`src/rtl/divider_4bit_seq_if.sv`:
```
// Bus for the sequential divider: request, operands, results and debug taps.
// Handshake: start is accepted on any clock edge where the divider is idle
// and start=1. Operands are captured at that edge. done pulses for one cycle
// when results are valid. Results stay put until the next accepted start.
interface divider_4bit_seq_if;
  logic       start;
  logic [3:0] dividend;
  logic [3:0] divisor;
  logic       busy;
  logic       done;
  logic [3:0] quotient;
  logic [3:0] remainder;
  logic       div_by_zero;
  logic [1:0] state_dbg;
  logic [3:0] r_dbg;

  modport master (
    output start, dividend, divisor,
    input  busy, done, quotient, remainder, div_by_zero, state_dbg, r_dbg
  );

  modport slave (
    input  start, dividend, divisor,
    output busy, done, quotient, remainder, div_by_zero, state_dbg, r_dbg
  );
endinterface

```
`src/rtl/divider_4bit_seq.sv`:
```
// 4-bit unsigned restoring divider: one trial subtraction per cycle through a
// shared 4-bit subtracter, MSB-first quotient, start/done handshake.
module subtracter_4bit (
  input  logic [3:0] a,
  input  logic [3:0] b,
  output logic [3:0] s,
  output logic       sign
);
  // Magnitude of the difference; sign flags a < b.
  assign sign = (a < b);
  assign s    = sign ? (b - a) : (a - b);
endmodule

module divider_4bit_seq (
  input logic               clk,
  input logic               reset,
  divider_4bit_seq_if.slave bus
);
  typedef enum logic [1:0] {
    IDLE = 2'd0,
    RUN  = 2'd1,
    DONE = 2'd2
  } state_t;

  state_t     state;
  logic [3:0] a_sh;
  logic [3:0] d_reg;
  logic [3:0] r;
  logic [2:0] q;
  logic [1:0] cnt;

  logic [3:0] t;
  logic [3:0] s;
  logic       sign;
  logic [3:0] r_next;
  logic       q_bit;

  // r[3] is always 0 entering a RUN cycle, so the 4-bit trial value is enough.
  assign t      = {r[2:0], a_sh[3]};
  assign r_next = sign ? t : s;
  assign q_bit  = ~sign;

  subtracter_4bit u_sub (
    .a    (t),
    .b    (d_reg),
    .s    (s),
    .sign (sign)
  );

  assign bus.state_dbg = state;
  assign bus.r_dbg     = r;

  always_ff @(posedge clk) begin
    if (reset) begin
      state           <= IDLE;
      a_sh            <= 4'h0;
      d_reg           <= 4'h0;
      r               <= 4'h0;
      q               <= 3'h0;
      cnt             <= 2'd0;
      bus.busy        <= 1'b0;
      bus.done        <= 1'b0;
      bus.quotient    <= 4'h0;
      bus.remainder   <= 4'h0;
      bus.div_by_zero <= 1'b0;
    end else begin
      bus.done <= 1'b0;
      unique case (state)
        IDLE: begin
          if (bus.start) begin
            bus.busy <= 1'b1;
            if (bus.divisor != 4'h0) begin
              a_sh  <= bus.dividend;
              d_reg <= bus.divisor;
              r     <= 4'h0;
              q     <= 3'h0;
              cnt   <= 2'd0;
              state <= RUN;
            end else begin
              // Divide by zero skips the iterations entirely.
              bus.quotient    <= 4'hF;
              bus.remainder   <= bus.dividend;
              bus.div_by_zero <= 1'b1;
              bus.done        <= 1'b1;
              state           <= DONE;
            end
          end
        end
        RUN: begin
          r    <= r_next;
          q    <= {q[1:0], q_bit};
          a_sh <= {a_sh[2:0], 1'b0};
          cnt  <= cnt + 2'd1;
          if (cnt == 2'd3) begin
            bus.quotient    <= {q, q_bit};
            bus.remainder   <= r_next;
            bus.div_by_zero <= 1'b0;
            bus.done        <= 1'b1;
            state           <= DONE;
          end
        end
        DONE: begin
          bus.busy <= 1'b0;
          state    <= IDLE;
        end
        default: state <= IDLE;
      endcase
    end
  end
endmodule
```
`src/flat_wrapper.sv`:
```
// flat-port wrapper written by rule: the top's interface ports become plain ports
module divider_4bit_seq_flat 
  (clk, reset, bus_start, bus_dividend, bus_divisor, bus_busy, bus_done, bus_quotient, bus_remainder, bus_div_by_zero, bus_state_dbg, bus_r_dbg);
  divider_4bit_seq_if bus_i ();
  input logic clk;
  input logic reset;
  input wire logic [$bits(bus_i.start)-1:0] bus_start;
  input wire logic [$bits(bus_i.dividend)-1:0] bus_dividend;
  input wire logic [$bits(bus_i.divisor)-1:0] bus_divisor;
  output wire logic [$bits(bus_i.busy)-1:0] bus_busy;
  output wire logic [$bits(bus_i.done)-1:0] bus_done;
  output wire logic [$bits(bus_i.quotient)-1:0] bus_quotient;
  output wire logic [$bits(bus_i.remainder)-1:0] bus_remainder;
  output wire logic [$bits(bus_i.div_by_zero)-1:0] bus_div_by_zero;
  output wire logic [$bits(bus_i.state_dbg)-1:0] bus_state_dbg;
  output wire logic [$bits(bus_i.r_dbg)-1:0] bus_r_dbg;
  assign bus_i.start = bus_start;
  assign bus_i.dividend = bus_dividend;
  assign bus_i.divisor = bus_divisor;
  assign bus_busy = bus_i.busy;
  assign bus_done = bus_i.done;
  assign bus_quotient = bus_i.quotient;
  assign bus_remainder = bus_i.remainder;
  assign bus_div_by_zero = bus_i.div_by_zero;
  assign bus_state_dbg = bus_i.state_dbg;
  assign bus_r_dbg = bus_i.r_dbg;
  divider_4bit_seq u_core (.clk(clk), .reset(reset), .bus(bus_i));
endmodule
```
`config.mk`:
```
export PLATFORM = sky130hd
export DESIGN_NAME = divider_4bit_seq_flat
export DESIGN_NICKNAME = d
export VERILOG_FILES = /design/src/rtl/divider_4bit_seq_if.sv /design/src/rtl/divider_4bit_seq.sv /design/src/flat_wrapper.sv
export SDC_FILE = /design/constraint.sdc
export NUM_CORES = 1
export LEC_CHECK = 0
export ABC_AREA = 1
export BUFFER_PORTS_ARGS = -buffer_cell sky130_fd_sc_hd__buf_4
export CAP_MARGIN = 20
export CORE_ASPECT_RATIO = 1.1
export CORE_MARGIN = 4
export CORE_UTILIZATION = 55
export CTS_CLUSTER_DIAMETER = 80
export DETAILED_ROUTE_END_ITERATION = 8
export MAX_ROUTING_LAYER = met4
export PLACE_DENSITY = 0.85
export SYNTH_ARGS = -nofsm -noshare
export SYNTH_HDL_FRONTEND = slang
export SYNTH_HIERARCHICAL = 1
export SYNTH_SLANG_ARGS = --single-unit
```
`constraint.sdc`:
```
create_clock -name clk -period 2.24 [get_ports clk]
set_input_delay 0 -clock clk [delete_from_list [all_inputs] [get_ports clk]]
set_output_delay 0 -clock clk [all_outputs]
set_load 0.05 [all_outputs]
```
### Yosys cells after proc, flatten, opt, wreduce, memory -nomap -nowiden

Cells that the tools add are included.

| operators by class | value |
|---|---|
| $add $sub $neg | 2 |
| $lt $le $gt $ge | 1 |
| equality and inequality tests | 7 |
| mux-type cells | 35 |
| bitwise operators | 1 |
| reduce and logical (&&, ||, !) cells | 9 |

Operators with widths:

| operator | number |
|---|---|
| $mux W4 | 11 |
| $pmux W4 S2 | 4 |
| $mux W2 | 5 |
| $pmux W2 S2 | 2 |
| $mux W1 | 7 |
| $mux W3 | 2 |
| $pmux W1 S2 | 3 |
| $pmux W3 S2 | 1 |
| $reduce_and A3 Y1 | 2 |
| $eq A2 B2 Y1 const B | 2 |
| $lt A4 B4 Y1 | 1 |
| $ne A2 B1 Y1 const B | 2 |
| $ne A2 B2 Y1 const B | 2 |
| $reduce_and A2 Y1 | 2 |
| $reduce_and A4 Y1 | 1 |
| $reduce_bool A2 Y1 | 2 |
| $reduce_bool A4 Y1 | 1 |
| $sub A4 B4 Y4 | 1 |
| $add A2 B1 Y2 const B | 1 |
| $eq A2 B1 Y1 const B | 1 |
| $logic_not A2 Y1 | 1 |
| $not A1 Y1 | 1 |

| storage, ports and cells | value |
|---|---|
| register bits after elaboration | 30 |
| bits of input ports | 11 |
| output and inout port bits | 17 |

### Depth between registers and ports, before layout

| depth | value |
|---|---|
| word-level depth | 4 |
| mapped depth | 15 |
| depth with buffers taken out | 15 |

### Modules after synthesis

Netlist, hierarchy kept.

Modules (own cells, without submodules):

| module | times used | cells an instance | area an instance (um^2) | seq. area each (um^2) |
|---|---|---|---|---|
| divider_4bit_seq | 1 | 200 | 1368.8 | 600.6 |
| subtracter_4bit | 1 | 46 | 320.3 | 0.0 |

### Worst setup path after synthesis

Ideal clock, no wire load.

| timing path | value |
|---|---|
| kind | flip-flop to flip-flop |
| from | register u_core.r[0] (netlist: u_core/bus.r_dbg[0]) |
| to | register u_core.bus.remainder[3] |
| setup time | 0.113 ns |
| data arrival time | 2.114 ns |
| required time | 2.127 ns |
| setup slack | 0.013 ns |
| stages on the path, launching flop included | 13 |
| clock period less this slack | 2.227 ns |
| path through | dfxtp_1 inv_1 fa_1 o21ai_4 inv_2 nand2_1 nand2_1 nand2_1 nand2_1 nand2_1 nand2_1 nor2_1 nor2_1 |

| between the ends | value |
|---|---|
| cells in the longest elaborated chain, start to end | 4 |
| elaborated cells between the ends (all ways) | 5 |
| classes of those cells | 1 x add/sub; 1 x order compare; 3 x mux |

RTL lines:

| item | line | source |
|---|---|---|
| start, declared | divider_4bit_seq.sv:28 | `logic [3:0] r;` |
| start signal, assigned | divider_4bit_seq.sv:90 | `r <= r_next;` |
| $lt A4 B4 Y1 | divider_4bit_seq.sv:10 | `assign sign = (a < b);` |
| net u_core.sign | divider_4bit_seq.sv:34 | `logic sign;` |
| $mux W4 | divider_4bit_seq.sv:40 | `assign r_next = sign ? t : s;` |
| $mux W4 | divider_4bit_seq.sv:94 | `if (cnt == 2'd3) begin` |
| $pmux W4 S2 | divider_4bit_seq.sv:68 | `unique case (state)` |
| end signal, assigned | divider_4bit_seq.sv:82 | `bus.remainder <= bus.dividend;` |
| end signal, assigned | divider_4bit_seq.sv:96 | `bus.remainder <= r_next;` |
| end, declared | divider_4bit_seq_if.sv:24 | `output busy, done, quotient, remainder, div_by_zero, state_dbg, r_dbg` |

The timed path passes the listed nets, and every way through them passes these cells. The select of a mux whose other input is x is not followed.
A chain may end at the register's enable or synchronous reset.

### Worst setup path in the final report

| timing path | value |
|---|---|
| from | register u_core.a_sh[3] |
| to | register u_core.bus.remainder[1] |

| between the ends | value |
|---|---|
| cells in the longest elaborated chain, start to end | 4 |
| elaborated cells between the ends (all ways) | 5 |
| classes of those cells | 1 x add/sub; 1 x order compare; 3 x mux |

RTL lines:

| item | line | source |
|---|---|---|
| start, declared | divider_4bit_seq.sv:26 | `logic [3:0] a_sh;` |
| start signal, assigned | divider_4bit_seq.sv:73 | `a_sh <= bus.dividend;` |
| start signal, assigned | divider_4bit_seq.sv:92 | `a_sh <= {a_sh[2:0], 1'b0};` |
| $lt A4 B4 Y1 | divider_4bit_seq.sv:10 |  |
| net u_core.sign | divider_4bit_seq.sv:34 |  |
| $mux W4 | divider_4bit_seq.sv:40 |  |
| $mux W4 | divider_4bit_seq.sv:94 |  |
| $pmux W4 S2 | divider_4bit_seq.sv:68 |  |

The timed path passes the listed nets, and every way through them passes these cells. The select of a mux whose other input is x is not followed.

==> impl_summary.md <==
CTS
Buffers inserted during clock tree synthesis total 5. In this run the number of H-tree levels came out at 2. The number of sinks handled by clock tree synthesis is 30.

Gates resized during post-CTS repair numbered 0. Buffers inserted to repair hold after CTS numbered 7. After clock tree synthesis, the clock-pin slew on the worst setup and hold paths is 0.09 ns. The library cell used as clock root buffer is sky130_fd_sc_hd__clkbuf_4. The longest clock path from root to sink contains 2 buffers. The number of buffers inserted to repair setup after CTS is 0. TritonCTS built the clock tree. For the worst-skew pair, the clock arrives at the later sink with an insertion delay of 0.34 ns.

Routing
The first detailed-routing pass took 4 iterations. In this run the remaining antenna-violating nets after routing total 0. The length of routed met3 wiring is 215 um. For this block, the routed nets add up to 3550 um of wire. The first routing iteration left 62 violations. After detailed routing, the wire length on met1 is 1590 um.

The met2 wire length is 1610 um. The uppermost metal layer occupied by signal nets is met4. The average vias per placed instance is 5.04. After detailed routing, the number of remaining DRC violations is 0. The count of vias placed by the detailed router is 1593. The average routed wire per standard cell is 11.2 um.

Synthesis
Of the post-synthesis cell area, the dominant cell type holds 0.356. The mapped netlist covers 1690 um^2. Yosys printed 6 warnings. In the post-synthesis netlist, the biggest area contributors are sky130_fd_sc_hd__dfxtp_1 (36%), sky130_fd_sc_hd__nand2_1 (17%), sky130_fd_sc_hd__nor2_1 (7.3%). In this run, distinct cell masters in the synthesized netlist total 27.

Of the synthesized area, sequential elements account for 0.356. When the netlist entered floorplanning its net count stood at 267. In this run the mean area of a mapped cell was 6.87 um^2.

The cell count after synthesis is 246. Of all cell types, the one taking the most synthesized area is sky130_fd_sc_hd__dfxtp_1. The number of register bits inferred by synthesis is 30.

Timing
The number of slew-limit violations in the final report was 0. The summed negative setup slack over all endpoints is 0 ns. The slew of the pin with the lowest slew margin is 0.493 ns. Setup repair after global routing left no endpoint under its margin. The maximum clock frequency is 488 MHz. Of the available clock period, the critical path in the final layout requires 0.916. The worst max-slew margin expressed relative to the limit is 0.669. The number of setup violations in the final report is 0. The smallest clock period supported by the final layout is computed as 2.05 ns. The number of failing hold endpoints at the final stage was 0. The clock arrives with 0.00944 ns of skew.

Setup path
Along the worst path, the maximum fanout reaches 7. The critical path is of the reg -> reg type. The signal arrival time at the worst endpoint is 2.33 ns. The capturing element type of the critical path is a register. For the worst setup path, the data required time is 2.52 ns. The launching element type of the critical path is a register.

Global route
The aggregate global-route resource usage is 0.209. Summed over all layers, the global routing overflow is 0. The initial antenna violation count is 0. The largest net degree at the start of global routing is 19. The first global-routing pass estimated 6010 um of wire. The number of global-route vias before repair came to 1542.

Die
The initial core utilization is 0.592. For this design the top-level I/O count stands at 28. In this run the core area contains 20 standard-cell rows. The area enclosed by the die boundary is 4020 um^2. The placeable core region is 2850 um^2. Measured along the y axis, the die boundary spans 66.1 um. The die is 60.8 um wide.

Placed design
The post-DP HPWL is 2600 um. Routability-driven placement finished with a final weighted congestion of 0.910. During placement, the flow inserted port buffers numbering 27.

Finish
The antenna diode instance count is 0. The layout overhead on the synthesized area is 19.6%. The post-route core utilization is 0.708. The most common cell after layout, fill and taps aside is sky130_fd_sc_hd__nand2_1. The layout cell share with drive strength beyond 1 is 0.177. The final layout net count is 304. The library cells used most frequently in the layout, excluding fill and tap cells, are sky130_fd_sc_hd__nand2_1 (78), sky130_fd_sc_hd__nor2_1 (33), sky130_fd_sc_hd__inv_1 (31).

Pwr
The worst-case IR drop observed on VDD is 0.000543 V. The leakage power is 0.00104 uW. The total power of the final layout is 1500 uW. For this design the ratio of total power to cell area is 743 nW/um^2.

Worst hold path
The path class of the tightest hold or removal check is in -> reg.

Run status
The run finished with clean final reports.

Job
The number of max-capacitance violations reported is 0.
==> cells by family after synthesis <==
kind of cell | synth area share
and+or+nand+nor | 0.356
AOI/OAI and AO/OA | 0.0941
DFF | 0.356
buffers and inverters | 0.101
adders and majority gates | 0.0830
xor gates and xnor gates | 0.0104
==> report_power, final <==
group          internal, uW  switching [uW]
Combinational           203             376
Clock                   112             184
Sequential              586            39.2
==> final cells by class <==
class	count	area (um^2)
Multi-Input combinational cell	176	918
Fill cell	260	833
Sequential cell	30	601
Timing Repair Buffer	35	280
Inverter	35	131
Tap cell	33	41.3
Clock buffer	5	37.5
Clock inverter	2	10.0
==> per-stage QoR <==
| stage | cells | worst slack (ns) | hold slack [ns] | cell area, um^2 |
|---|---|---|---|---|
| final | 316 | 0.189 | 0.0242 | 2020 |
| after global routing | 316 | 0.00949 | 0.0416 | 2020 |
| after CTS | 316 | 0.198 | 0.0119 | 2020 |
| after detailed placement | 302 | 0.224 | 0.282 | 1900 |
| after global placement | 302 | 0.261 | 0.278 | 1900 |
| after floorplan | 246 | 0.0133 | 0.0691 | 1690 |
==> cells in the mapped netlist (all sizes together) <==
master,instances
a21oi,15
buf,4
clkbuf,1
clkinv,1
dfxtp,30
fa,2
ha,8
inv,34
nand2,82
nand3,15
nand3b,1
nand4,6
nor2,34
o21ai,10
or2,1
xnor2,1
xor2,1
==> worst paths after layout <==
path                     startpoint                      end  slack (ns)  depth (start not counted)
min reg2reg  u_core/bus.quotient[1]   u_core/bus.quotient[1]        0.45                          2
max reg2reg          u_core/a_sh[3]  u_core/bus.remainder[1]        0.19                         12
min                 bus_dividend[2]           u_core/a_sh[2]        0.02                          5
max                  u_core/a_sh[3]  u_core/bus.remainder[1]        0.19                         12
==> worst max-delay path: stages, from the launching register on <==
cell                      delay (ns)
sky130_fd_sc_hd__dfxtp_1        0.38
sky130_fd_sc_hd__inv_1          0.06
sky130_fd_sc_hd__ha_1           0.22
sky130_fd_sc_hd__fa_1           0.44
sky130_fd_sc_hd__o21ai_4        0.24
sky130_fd_sc_hd__inv_2          0.10
sky130_fd_sc_hd__inv_1          0.13
sky130_fd_sc_hd__nand2_1        0.06
sky130_fd_sc_hd__nand2_1        0.06
sky130_fd_sc_hd__nand2_1        0.07
sky130_fd_sc_hd__nand2_1        0.08
sky130_fd_sc_hd__nor2_1         0.05
sky130_fd_sc_hd__nor2_1         0.10
==> routing by layer <==
metal | vias to the layer above | track usage
met5 | - | -
met4 | 0 | 0.122
met3 | 13 | 0.0605
met2 | 45 | 0.341
met1 | 700 | 0.220
li1 | 835 | -
(Power assumes the default switching activity.)
